## src/rtl/fetch_ifid.sv

```systemverilog
// Instruction fetch stage with IF/ID pipeline register, one-entry skid buffer
// for stalls, and branch redirect that lets an outstanding memory request drain.
module fetch_ifid (
  input  logic        i_clk,
  input  logic        i_rst_n,
  output logic        o_imem_req,
  output logic [31:0] o_imem_addr,
  input  logic        i_imem_ack,
  input  logic [31:0] i_imem_data,
  input  logic        i_stall,
  input  logic        i_branch_taken,
  input  logic [31:0] i_branch_target,
  output logic        o_ifid_valid,
  output logic [31:0] o_ifid_instr,
  output logic [31:0] o_ifid_pc4,
  output logic [5:0]  o_opcode
);

  typedef enum logic [1:0] {
    S_IDLE,
    S_FETCH,
    S_HOLD,
    S_DROP
  } state_t;

  state_t      r_state;
  logic        r_req;
  logic [31:0] r_pc;
  logic [31:0] r_target;
  logic [31:0] r_buf_instr;
  logic [31:0] r_buf_pc4;
  logic        r_valid;
  logic [31:0] r_instr;
  logic [31:0] r_pc4;

  logic [31:0] w_target;
  logic [31:0] w_pc_plus4;

  assign w_target   = {i_branch_target[31:2], 2'b00};
  assign w_pc_plus4 = r_pc + 32'd4;

  always_ff @(posedge i_clk or negedge i_rst_n) begin
    if (!i_rst_n) begin
      r_state     <= S_IDLE;
      r_req       <= 1'b0;
      r_pc        <= '0;
      r_target    <= '0;
      r_buf_instr <= '0;
      r_buf_pc4   <= '0;
      r_valid     <= 1'b0;
      r_instr     <= '0;
      r_pc4       <= '0;
    end else begin
      // A redirect kills the IF/ID contents and any buffered word in every state.
      if (i_branch_taken) begin
        r_valid     <= 1'b0;
        r_instr     <= '0;
        r_buf_instr <= '0;
        r_buf_pc4   <= '0;
      end

      unique case (r_state)
        S_IDLE: begin
          if (i_branch_taken) begin
            r_pc <= w_target;
          end
          r_state <= S_FETCH;
          r_req   <= 1'b1;
        end

        S_FETCH: begin
          if (i_branch_taken) begin
            if (i_imem_ack) begin
              r_pc <= w_target;
            end else begin
              // Request still in flight: keep its address, redirect once it returns.
              r_target <= w_target;
              r_state  <= S_DROP;
            end
          end else if (i_imem_ack) begin
            r_pc <= w_pc_plus4;
            if (i_stall) begin
              r_buf_instr <= i_imem_data;
              r_buf_pc4   <= w_pc_plus4;
              r_state     <= S_HOLD;
              r_req       <= 1'b0;
            end else begin
              r_instr <= i_imem_data;
              r_pc4   <= w_pc_plus4;
              r_valid <= 1'b1;
            end
          end else if (!i_stall) begin
            r_valid <= 1'b0;
          end
        end

        S_HOLD: begin
          if (i_branch_taken) begin
            r_pc    <= w_target;
            r_state <= S_FETCH;
            r_req   <= 1'b1;
          end else if (!i_stall) begin
            r_instr <= r_buf_instr;
            r_pc4   <= r_buf_pc4;
            r_valid <= 1'b1;
            r_state <= S_FETCH;
            r_req   <= 1'b1;
          end
        end

        S_DROP: begin
          if (i_imem_ack) begin
            r_pc    <= i_branch_taken ? w_target : r_target;
            r_state <= S_FETCH;
          end else if (i_branch_taken) begin
            r_target <= w_target;
          end
        end

        default: begin
          r_state <= S_IDLE;
          r_req   <= 1'b0;
        end
      endcase
    end
  end

  assign o_imem_req   = r_req;
  assign o_imem_addr  = r_pc;
  assign o_ifid_valid = r_valid;
  assign o_ifid_instr = r_instr;
  assign o_ifid_pc4   = r_pc4;
  assign o_opcode     = r_instr[31:26];

endmodule

```

## config.mk

```make
export PLATFORM = sky130hd
export DESIGN_NAME = fetch_ifid
export DESIGN_NICKNAME = d
export VERILOG_FILES = /design/src/rtl/fetch_ifid.sv
export SDC_FILE = /design/constraint.sdc
export NUM_CORES = 1
export LEC_CHECK = 0
export BUFFER_PORTS_ARGS = -buffer_cell sky130_fd_sc_hd__buf_2
export CAP_MARGIN = 20
export CORE_MARGIN = 1.5
export CORE_UTILIZATION = 50
export DETAILED_ROUTE_END_ITERATION = 6
export GPL_TIMING_DRIVEN = 0
export PLACE_DENSITY = 0.72
export SYNTH_ARGS = -nofsm -noshare
export SYNTH_HDL_FRONTEND = slang
export SYNTH_SLANG_ARGS = --single-unit
```

## constraint.sdc

```tcl
create_clock -name i_clk -period 3.6 [get_ports i_clk]
set_input_delay 0.18 -clock i_clk [delete_from_list [all_inputs] [get_ports i_clk]]
set_output_delay 0.18 -clock i_clk [all_outputs]
set_load 0.02 [all_outputs]
```

==> impl_metrics.tcl <==
set metrics [dict create \
    power_switching_mw 3.60 \
    setup.worst_path.end_class "register" \
    dp_hpwl_mm 18.1 \
    drc_errors 8 \
    synthArstFlopShare_pct 100 \
    synth_nets 934 \
    cp-startpoint "r_state[1]$_DFFE_PN0P_" \
    holdPathEnd "r_buf_instr[2]$_DFF_PN0_" \
    grt_setup_unrepaired "false" \
    die_x_um 139 \
    synth.avg_cell_area_um2 10.8 \
    top_usage_layer "met2" \
    clockPowerShare_pct 22.1 \
    synth_area_um2 9270 \
    powerDensity_nw_per_um2 749 \
    cts_buffer_depth 2 \
    failed_checks "design-rule violations" \
    p_seq_share_pct 38.2 \
    cpLargestDelayFamily "buffers and inverters" \
    grt_max_degree 114 \
    maxCapViolations 0 \
    grt_overflow 0 \
    start_util_pct 51.2 \
    grt_pass1_wl_mm 41.0 \
    relSlewSlack_pct 33.8 \
    fin_skew_ns 0.00874 \
    critical_path.max_stage_delay_ns 0.64 \
    ys_seq_elements 196 \
    wl_mm 25.6 \
    crit_type "register to register" \
    diodes 0 \
    use_met2_pct 40.6 \
    tritoncts "done" \
    cts-root-buf "clkbuf_16" \
    worstPathMaxFanout 10 \
    ys_warn_count 0 \
    r2r_setup_slack_ns 0.71 \
    synth_cells 860 \
    whs_path_depth 2 \
    nFillCells 1434 \
    insertion_delay_ns 0.44 \
    slew_viol_final 0 \
    required_ns 3.93 \
    ff2ff_path_depth 9 \
    drt-wirelength-per-cell_um 19.0 \
    internal-power_mw 5.09 \
    first_iter_violations 593 \
    synth_edf_count 0 \
    final_antenna_net_count 0 \
    first_pass_iters 7 \
    fin_crit_ns 2.89 \
    vias 7896 \
    swShare_pct 41.4 \
    cts_made_buffers 17 \
    crit_arrival_ns 3.23 \
    synth-seq-area-share_pct 52.9 \
    start_kind "register" \
    gr-usage-met3_pct 4.66 \
    tns_ns 0 \
    gp_congestion 0.908 \
    critPathMostFrequentCell "buf_2" \
    core_um2 18100 \
    grt_util_met1_pct 40.1 \
    synth_flop_cell "dfrtp_1" \
    mostFrequentLayoutCell "dfrtp_1" \
    rr_endpoint "o_imem_addr[8]$_DFFE_PN0P_" \
    fin_util_pct 64.2 \
    holdWs_ns 0.00301 \
    grt_pass1_vias 7546 \
    ios 173 \
    die_h_um 139 \
    numPortBuffers 167 \
    vias_per_cell 5.86 \
    fmax_ghz 0.346 \
    p_leak_nw 5.48 \
    worst_pin_slew_ns 0.984 \
    antenna_found_initial 0 \
    ir_drop_v 0.000461 \
    timing.rr.start "r_state[1]$_DFFE_PN0P_" \
    synth.distinct_cells 49 \
    track_usage_pct 27.0 \
    nets 1180 \
    hold_class "primary input to register" \
    path_clk_slew_ns 0.07 \
    power_frac_comb_pct 39.6 \
    ctsResizeCount 0 \
    crit_buf_inv 4 \
    setup_viol 0 \
    slowest_stage "o22ai_1" \
    dieArea_um2 19400 \
    htreeDepth 4 \
    clock-sinks 196 \
    status "finished with violations" \
    drive_gt1_share_pct 22.4 \
    crit_path_cell_trace "inv_1 -> ha_1 -> buf_2 -> nor2_1 -> o22ai_1 -> buf_2 -> clkbuf_1 -> a21oi_1 -> o21a_1" \
    period_share_pct 80.3 \
    syn_to_final_growth_pct 25.3 \
    rows 49 \
    final_hold_viol_count 0 \
    layout_common_cells "196 x dfrtp_1, 170 x buf_2, 105 x a22o_1" \
    min-delay-start "i_imem_data[2]" \
]
## repair_timing
action | 4_1_cts | 5_1_grt
setup endpoints to repair | 0 | 0
endpoints found under the hold margin | 169 | 1
hold buffers | 58 | 1
setup buffers | 0 | 0
## final cells by class
| cell class | instances | area, um^2 | area share [%] |
|---|---|---|---|
| Inverter | 24 | 90.1 | 0.776 |
| Tap cell | 229 | 287 | 2.47 |
| Clock buffer | 17 | 425 | 3.66 |
| Clock inverter | 15 | 166 | 1.43 |
| Buffer | 74 | 317 | 2.73 |
| Sequential cell | 196 | 4900 | 42.2 |
| Multi-Input combinational cell | 566 | 3960 | 34.1 |
| Timing Repair Buffer | 227 | 1460 | 12.6 |
## power groups by stage
stage / registers (mW) / logic, mW / clock network, mW
floorplan: 3.69 / 1.80 / 0
detailed placement: 3.35 / 3.36 / 0
global placement: 3.33 / 3.29 / 0
global route: 3.41 / 3.74 / 2.04
finish: 3.32 / 3.45 / 1.93
CTS: 3.31 / 3.42 / 1.94
## worst max path at each step
stage	end	slack, ns	cells past startpoint
finish	o_imem_addr[8]$_DFFE_PN0P_	0.71	9
global route	o_imem_addr[8]$_DFFE_PN0P_	0.54	8
CTS	o_imem_addr[8]$_DFFE_PN0P_	0.77	9
detailed placement	o_imem_addr[8]$_DFFE_PN0P_	0.78	9
global placement	r_buf_instr[12]$_DFF_PN0_	-0.93	1
floorplan	o_imem_addr[12]$_DFFE_PN0P_	1.49	9
## state kept, by name, indices dropped and copies added, names as in the netlist, 2 cells and up
register      flops
o_ifid_instr     32
o_ifid_pc4       32
o_imem_addr      32
r_buf_instr      32
r_buf_pc4        32
r_target         32
r_state           2
## metrics by stage
stage	std cells	cell area [um^2]	total power [mW]	worst slack, ns
after CTS	1347	11600	8.67	0.768
after global placement	1256	10400	6.62	-0.929
final	1348	11600	8.70	0.709
after global routing	1348	11600	9.18	0.542
after floorplan	860	9270	5.49	1.49
after detailed placement	1257	10400	6.71	0.776
## synth_stat cells (18+ instances only)
cell type / instances / share of area (%)
dfrtp_1: 196 / 53
nand2_1: 61 / 2.5
inv_1: 24 / 0.97
xnor2_1: 26 / 2.5
a21oi_1: 53 / 2.9
and3_1: 20 / 1.4
mux2_2: 30 / 3.6
o21ai_0: 80 / 4.3
a2bb2oi_1: 18 / 1.7
clkbuf_1: 62 / 2.5
nor2_1: 23 / 0.93
a22o_1: 105 / 9.9
## logic make-up (layout without fill, tap and decap cells)
logic type,count (synthesis),after routing,share of synthesized area [%]
simple gates,180,180,10.8
fa+ha+maj,5,5,0.675
xor+xnor,27,27,2.55
buf+inv,98,357,4.39
mux,39,39,4.62
flops,196,196,52.9
compound gates,315,315,24.0
## worst register-to-register path: stages, from the launching register on
cell      delay (ns)
dfrtp_1         0.41
inv_1           0.09
ha_1            0.26
buf_2           0.25
nor2_1          0.08
o22ai_1         0.64
buf_2           0.38
clkbuf_1        0.41
a21oi_1         0.08
o21a_1          0.19
## metal layers
layer  vias up  part of all wire [%]
met4         0                   1.8
li1       3694                     -
met3        34                   6.0
met2       278                    45
met5         -                     0
met1      3890                    47
(Power assumes the default switching activity.)
